===== src/rtl/mux_scan_pkg.sv =====
`default_nettype none
// ============================================================================
// Module      : mux_scan_pkg
// Description : Shared types and constants for the mux scan sequencer.
//               SEL_W      - width of the mux select index {s0,s1}
//               SLOT_COUNT - number of mux inputs scanned per pass
//               state_e    - sequencer FSM states
// Revision    : 1.0 - initial release
// ============================================================================
package mux_scan_pkg;

  localparam int SEL_W      = 2;
  localparam int SLOT_COUNT = 4;

  typedef enum logic [1:0] {
    IDLE    = 2'd0,
    SETTLE  = 2'd1,
    CAPTURE = 2'd2,
    DONE    = 2'd3
  } state_e;

endpackage
`default_nettype wire


===== src/rtl/mux_scan_sequencer_dwell_timer.sv =====
`default_nettype none
// ============================================================================
// Module      : dwell_timer
// Description : Settle-time counter for one select slot. Counts up while en
//               is high; clear has priority and returns the count to zero.
// Ports       : clk     - clock, rising edge
//               rst_n   - asynchronous active-low reset
//               clear   - synchronous clear of the count
//               en      - advance the count by one
//               expired - count has reached DWELL-1 (last settle cycle)
// Revision    : 1.0 - initial release
// ============================================================================
module dwell_timer #(
  parameter int DWELL   = 4,
  parameter int DWELL_W = 8
) (
  input  logic clk,
  input  logic rst_n,
  input  logic clear,
  input  logic en,
  output logic expired
);

  localparam logic [DWELL_W-1:0] LAST_CNT = DWELL_W'(DWELL - 1);

  logic [DWELL_W-1:0] cnt_q;
  logic [DWELL_W-1:0] cnt_d;

  always_comb begin
    cnt_d = cnt_q;
    if (clear) begin
      cnt_d = '0;
    end else if (en) begin
      cnt_d = cnt_q + DWELL_W'(1);
    end
  end

  always_ff @(posedge clk or negedge rst_n) begin
    if (!rst_n) begin
      cnt_q <= '0;
    end else begin
      cnt_q <= cnt_d;
    end
  end

  assign expired = (cnt_q == LAST_CNT);

endmodule
`default_nettype wire


===== src/rtl/mux_scan_sequencer.sv =====
`default_nettype none
// ============================================================================
// Module      : mux_scan_sequencer
// Description : Steps a 4:1 mux through inputs i0..i3, waits DWELL cycles on
//               each select, samples the mux output d into a 4-bit word and
//               strobes valid for one cycle. Single-pass or continuous, with
//               abort.
// Ports       : clk    - clock, rising edge
//               rst_n  - asynchronous active-low reset
//               start  - request a scan (accepted only when idle)
//               mode   - 0 single pass, 1 continuous (latched on start)
//               abort  - terminate any scan, back to idle
//               d      - mux output
//               s0/s1  - mux select, index = {s0,s1}
//               sample - result word, bit k = d captured with index k
//               valid  - one-cycle strobe, sample updated this cycle
//               busy   - high whenever not idle
// Revision    : 1.0 - initial release
// ============================================================================
module mux_scan_sequencer
  import mux_scan_pkg::*;
#(
  parameter int DWELL   = 4,
  parameter int DWELL_W = 8
) (
  input  logic                  clk,
  input  logic                  rst_n,
  input  logic                  start,
  input  logic                  mode,
  input  logic                  abort,
  input  logic                  d,
  output logic                  s0,
  output logic                  s1,
  output logic [SLOT_COUNT-1:0] sample,
  output logic                  valid,
  output logic                  busy
);

  localparam logic [SEL_W-1:0] LAST_IDX = SEL_W'(SLOT_COUNT - 1);

  state_e                state_q, state_d;
  logic [SEL_W-1:0]      idx_q, idx_d;
  logic [SEL_W-1:0]      sel_q, sel_d;
  logic                  mode_q, mode_d;
  logic [SLOT_COUNT-1:0] shadow_q, shadow_d;
  logic [SLOT_COUNT-1:0] sample_q, sample_d;

  logic timer_clear;
  logic timer_en;
  logic timer_expired;

  // The counter only runs in SETTLE; it is held at zero everywhere else so
  // every slot starts its settle window from a clean count.
  assign timer_en    = (state_q == SETTLE);
  assign timer_clear = (state_q != SETTLE) || timer_expired || abort;

  dwell_timer #(
    .DWELL   (DWELL),
    .DWELL_W (DWELL_W)
  ) u_dwell_timer (
    .clk     (clk),
    .rst_n   (rst_n),
    .clear   (timer_clear),
    .en      (timer_en),
    .expired (timer_expired)
  );

  // --------------------------------------------------------------------------
  // FSM: state register
  // --------------------------------------------------------------------------
  always_ff @(posedge clk or negedge rst_n) begin
    if (!rst_n) begin
      state_q <= IDLE;
    end else begin
      state_q <= state_d;
    end
  end

  // --------------------------------------------------------------------------
  // FSM: next-state logic (abort overrides every transition)
  // --------------------------------------------------------------------------
  always_comb begin
    state_d = state_q;
    if (abort) begin
      state_d = IDLE;
    end else begin
      unique case (state_q)
        IDLE:    if (start) state_d = SETTLE;
        SETTLE:  if (timer_expired) state_d = CAPTURE;
        CAPTURE: state_d = (idx_q == LAST_IDX) ? DONE : SETTLE;
        DONE:    state_d = mode_q ? SETTLE : IDLE;
        default: state_d = IDLE;
      endcase
    end
  end

  // --------------------------------------------------------------------------
  // FSM: outputs
  // --------------------------------------------------------------------------
  always_comb begin
    valid = (state_q == DONE);
    busy  = (state_q != IDLE);
  end

  // --------------------------------------------------------------------------
  // Datapath next-state
  // --------------------------------------------------------------------------
  always_comb begin
    idx_d    = idx_q;
    mode_d   = mode_q;
    shadow_d = shadow_q;
    sample_d = sample_q;

    if (abort) begin
      idx_d    = '0;
      shadow_d = '0;
    end else begin
      unique case (state_q)
        IDLE: begin
          if (start) begin
            idx_d  = '0;
            mode_d = mode;
          end
        end
        CAPTURE: begin
          shadow_d[idx_q] = d;
          if (idx_q == LAST_IDX) begin
            // Publish on the edge entering DONE, including the bit being
            // captured on this same edge.
            sample_d = shadow_d;
          end else begin
            idx_d = idx_q + SEL_W'(1);
          end
        end
        DONE: begin
          idx_d = '0;
        end
        default: ;
      endcase
    end

    // Select is registered from the next state so it changes together with
    // the state and never glitches; it parks at 00 in IDLE and DONE.
    sel_d = ((state_d == SETTLE) || (state_d == CAPTURE)) ? idx_d : '0;
  end

  always_ff @(posedge clk or negedge rst_n) begin
    if (!rst_n) begin
      idx_q    <= '0;
      sel_q    <= '0;
      mode_q   <= 1'b0;
      shadow_q <= '0;
      sample_q <= '0;
    end else begin
      idx_q    <= idx_d;
      sel_q    <= sel_d;
      mode_q   <= mode_d;
      shadow_q <= shadow_d;
      sample_q <= sample_d;
    end
  end

  assign s0     = sel_q[1];
  assign s1     = sel_q[0];
  assign sample = sample_q;

endmodule
`default_nettype wire

===== config.mk =====
export PLATFORM = sky130hd
export DESIGN_NAME = mux_scan_sequencer
export DESIGN_NICKNAME = d
export VERILOG_FILES = /design/src/rtl/mux_scan_pkg.sv /design/src/rtl/mux_scan_sequencer_dwell_timer.sv /design/src/rtl/mux_scan_sequencer.sv
export SDC_FILE = /design/constraint.sdc
export NUM_CORES = 1
export LEC_CHECK = 0
export ABC_AREA = 1
export BUFFER_PORTS_ARGS = -buffer_cell sky130_fd_sc_hd__buf_2
export CORE_MARGIN = 4
export CORE_UTILIZATION = 55
export DETAILED_ROUTE_END_ITERATION = 16
export GPL_ROUTABILITY_DRIVEN = 0
export GPL_TIMING_DRIVEN = 1
export PLACE_DENSITY_LB_ADDON = 0.25
export SYNTH_ARGS = -nofsm -noshare
export SYNTH_HDL_FRONTEND = slang
export SYNTH_HIERARCHICAL = 1
export SYNTH_SLANG_ARGS = --single-unit

===== constraint.sdc =====
create_clock -name clk -period 2.55 [get_ports clk]
set_input_delay 0 -clock clk [delete_from_list [all_inputs] [get_ports clk]]
set_output_delay 0 -clock clk [all_outputs]
set_load 0.005 [all_outputs]

After elaboration in Yosys (flattened, before gate mapping)
Cells that the tools add are included.
- add/subtract/negate cells: 2
- order comparisons: 2
- eq/ne operators: 8
- muxes and demuxes: 18
- bitwise logic cells: 1
- reductions and logical operators: 10
- operator list (operator ; count):
    $mux W2 ; 8
    $mux W8 ; 2
    $add A8 B1 Y8 const B ; 1
    $eq A2 B2 Y1 const B ; 4
    $eq A8 B2 Y1 const B ; 1
    $mux W4 ; 2
    $pmux W2 S4 ; 1
    $pmux W2 S3 ; 1
    $reduce_and A3 Y1 ; 2
    $reduce_bool A2 Y1 ; 3
    $bwmux W4 ; 1
    $eq A2 B1 Y1 const B ; 2
    $logic_or A1 B1 Y1 ; 3
    $lt A2 B3 Y1 const B ; 1
    $add A2 B1 Y2 const B ; 1
    $demux W1 S2 ; 1
    $ge A2 B1 Y1 const B ; 1
    $logic_not A2 Y1 ; 1
    $mux W1 ; 2
    $ne A2 B1 Y1 const B ; 1
    $logic_and A1 B1 Y1 ; 1
    $not A1 Y1 ; 1
- register bits after elaboration: 23
- input bits: 6
- output and inout bits: 8
- logic and storage cells: 48

Logic depth before layout (Yosys ltp)
- depth in word-level cells: 7
- depth in mapped cells: 11
- mapped depth without buffers: 11

Hierarchy
Netlist, hierarchy kept.
- by module, submodules not included (module ; instances ; cells an instance ; area an instance (µm²) ; sequential area each (µm²)):
    mux_scan_sequencer ; 1 ; 89 ; 710.7 ; 350.3
    dwell_timer ; 1 ; 60 ; 462.9 ; 200.2

Worst setup path before layout
No wires, ideal clock.
- path kind: flip-flop to flip-flop
- start: register state_q[0]
- end: register u_dwell_timer.cnt_q[3]
- arrival: 1.517 ns
- setup slack: 0.911 ns
- stages on the path, launching flop included: 8
- path buffers: 0
- path through: dfrtp_1 > inv_2 > nor2_1 > nand2_1 > nor2_4 > nor2_2 > o21ai_0 > nor2_1
- RTL lines (element ; line ; text):
    start, declared ; mux_scan_sequencer.sv:41 ; state_e state_q, state_d;
    start signal, assigned ; mux_scan_sequencer.sv:75 ; state_q <= state_d;
    $eq A2 B1 Y1 ; mux_scan_sequencer.sv:54 ; assign timer_en = (state_q == SETTLE);
    named net timer_en ; mux_scan_sequencer.sv:49 ; logic timer_en;
    $reduce_bool A2 Y1 (no source line) ; -- ;
    end signal, assigned ; mux_scan_sequencer_dwell_timer.sv:42 ; cnt_q <= cnt_d;
    end, declared ; mux_scan_sequencer_dwell_timer.sv:26 ; logic [DWELL_W-1:0] cnt_q;
The timed path passes the listed nets, and every way through them passes these cells.
A chain may end at the register's enable or synchronous reset.

Worst setup path after layout
- start: register u_dwell_timer.cnt_q[0]
- end: register u_dwell_timer.cnt_q[7]
- cells in the longest elaborated chain, start to end: 4
- ends and longest elaborated chain (element ; line ; text):
    $eq A8 B2 Y1 (*) ; mux_scan_sequencer_dwell_timer.sv:46 ; assign expired = (cnt_q == LAST_CNT);
    named net timer_expired ; mux_scan_sequencer.sv:50 ; logic timer_expired;
    $logic_or A1 B1 Y1 (*) (2 in series) ; mux_scan_sequencer.sv:55 ; assign timer_clear = (state_q != SETTLE) || timer_expired || abort;
    named net timer_clear ; mux_scan_sequencer.sv:48 ; logic timer_clear;
    $mux W8 / $reduce_bool A2 Y1 (equally long branches) ; -- ;
The timed path passes the listed nets; every way through them passes the cells marked *. The select of a mux whose other input is x is not followed.

==> results.json <==
{
  "outcome": "complete, no violations",
  "final_nets": 179,
  "hold-worst-slack_ns": 0.0419,
  "grt_setup_unrepaired": "false",
  "viasPerCell": 5.01,
  "path_class": "reg -> reg",
  "synth-seq-cells": 22,
  "numPortBuffers": 13,
  "cp-start-kind": "flip-flop",
  "fmax_mhz": 537,
  "die_y_um": 54.2,
  "finalInstanceArea_mm2": 0.00137,
  "slew_viol_final": 0,
  "drtIter0Drc": 19,
  "pin_count": 14,
  "synthCells": 149,
  "clk-insertion-delay-late_ns": 0.30,
  "diodes": 0,
  "ys_top_cells_by_area": "dfrtp_1 47%, nand2_1 12%, inv_1 8.0%",
  "vias": 992,
  "syn_to_final_growth_pct": 17.0,
  "synth_top_area_frac": 0.469,
  "powerDensity_mw_per_mm2": 489,
  "instances_no_fill": 198,
  "drive_above_1_share": 0.181,
  "p_leak_nw": 0.782,
  "cts_tree": "yes",
  "crit_required_ns": 2.76,
  "die-area_mm2": 0.00294,
  "ys_warn_count": 6,
  "track_usage": 0.188,
  "synthFlopType": "dfrtp_1",
  "ant_nets": 0,
  "r2r_cells": 10,
  "synth_nets": 156,
  "finalSetupTns_ns": 0,
  "placed_cell_area_mm2": 0.00128,
  "detail_route.wl_per_cell_um": 11.4,
  "hold_viol": 0,
  "ys_seq_area_frac": 0.469,
  "rows": 16,
  "routed_wl_mm": 2.26,
  "clock_path_buffers": 2,
  "hold_path_depth": 4,
  "syn_area_per_cell_um2": 7.88,
  "setup_violations": 0,
  "hold_path_class": "in -> reg",
  "synth_top_area_cell": "dfrtp_1",
  "floorplan.initialDensity": 0.586,
  "drc": 0,
  "cts-resized-gates": 0,
  "clk_pin_slew_ns": 0.12,
  "yosys.cell_types.count": 24,
  "synth_edf_count": 0,
  "first_pass_iters": 4,
  "grt_overflow": 0,
  "grt_max_degree": 23,
  "crit_fanout": 6,
  "cp.arrival_ns": 2.07,
  "dp_hpwl_mm": 1.71,
  "coreArea_mm2": 0.00200,
  "final_cell_mix": "37 x nand2_1, 25 x inv_1, 22 x dfrtp_1, 16 x nor2_1, 13 x buf_2",
  "mostFrequentLayoutCell": "nand2_1",
  "worst_pin_slew_ns": 0.474,
  "finClkSkew_ns": 0.000661,
  "cts_root_buffer": "clkbuf_4",
  "dp_cells": 190,
  "htree_levels": 1,
  "grt_pass1_vias": 956,
  "slew_headroom": 0.684,
  "cap_violations": 0,
  "synth_area_mm2": 0.00117,
  "fin_crit_ns": 1.86,
  "grt_antenna_before_repair": 0,
  "synthArstFlopShare": 1.00,
  "period_share": 0.731,
  "ir_drop_uv": 382,
  "p_total_mw": 0.671,
  "clock_sinks": 22,
  "grt_pass1_wl_mm": 3.86,
  "die_w_um": 54.2,
  "cts_buffers": 3,
  "critical_path.endpoint_type": "flip-flop"
}
layout make-up:
class	instances	area [um^2]
clock buffer	3	22.5
timing repair buffer	18	113
fill	170	629
tap	27	33.8
multi-input combinational	99	513
inverter	28	110
clock inverter	1	30.0
sequential	22	551
stage by stage:
| step | utilization | setup slack, ns |
|---|---|---|
| 2_1_floorplan | - | 0.911 |
| 3_3_place_gp | 0.639 | 0.834 |
| 3_5_place_dp | 0.639 | 0.738 |
| 4_1_cts | 0.686 | 0.718 |
| 5_1_grt | 0.686 | 0.563 |
| 6_report | 0.686 | 0.687 |
cells in the mapped netlist, types with 2 or more instances:
master   count
nor2_4       3
inv_1       25
nand3_1     12
nand2_1     37
o21ai_2      2
nor2_1      16
o21ai_0      7
inv_4        2
dfrtp_1     22
nand4_1      2
a21oi_1      7
nand2_4      2
registers in the layout, indices dropped and copies added (netlist names):
register	count
state_q	2
shadow_q	3
sel_q	2
idx_q	2
mode_q	1
u_dwell_timer/cnt_q	8
sample	4
power breakdown:
group          leakage, nW  internal, mW  switching [mW]
Sequential           0.299         0.355         0.00393
Combinational        0.455        0.0205          0.0309
Clock               0.0279         0.159           0.103
Total                0.782         0.534           0.137
layer usage:
metal  GRT usage  up-vias  wire, um
met4       0.108        0        20
met1       0.195      451       971
met5           0        -         0
met3      0.0332        2        66
li1            -      517         -
met2       0.349       22      1200
cells by family after synthesis:
group	after synthesis	share of synthesized area
adder cells (fa/ha/maj)	1	0.0107
buffers and inverters	28	0.0938
XOR/XNOR	1	0.00746
flip-flops	22	0.469
AND/OR/NAND/NOR	78	0.326
AO/OA/AOI/OAI	19	0.0928
worst max-delay path: stages, from the launching register on:
cell	delay (ns)
dfrtp_1	0.41
ha_1	0.25
nand3_1	0.10
nor4_1	0.27
nor2_1	0.07
nand2_1	0.19
nor2_4	0.10
nor2_2	0.19
nand3_1	0.09
nand2_1	0.06
nor2_1	0.04
timing repair:
| action | 4_1_cts | 5_1_grt |
|---|---|---|
| buffers inserted | 0 | 0 |
| endpoints found under the hold margin | 24 | 0 |
| setup endpoints to repair | 0 | 0 |
| hold buffers | 4 | 0 |
path summary, 6_finish.rpt:
path	endpoint	from	slack [ns]
max	u_dwell_timer/cnt_q[7]	u_dwell_timer/cnt_q[0]	0.69
min	state_q[0]	abort	0.04
max reg2reg	u_dwell_timer/cnt_q[7]	u_dwell_timer/cnt_q[0]	0.69
min reg2reg	sample[3]	sample[3]	0.48
max in group asynchronous	sel_q[1]	rst_n	2.06
min in group asynchronous	u_dwell_timer/cnt_q[2]	rst_n	0.17
(Power assumes the default switching activity.)
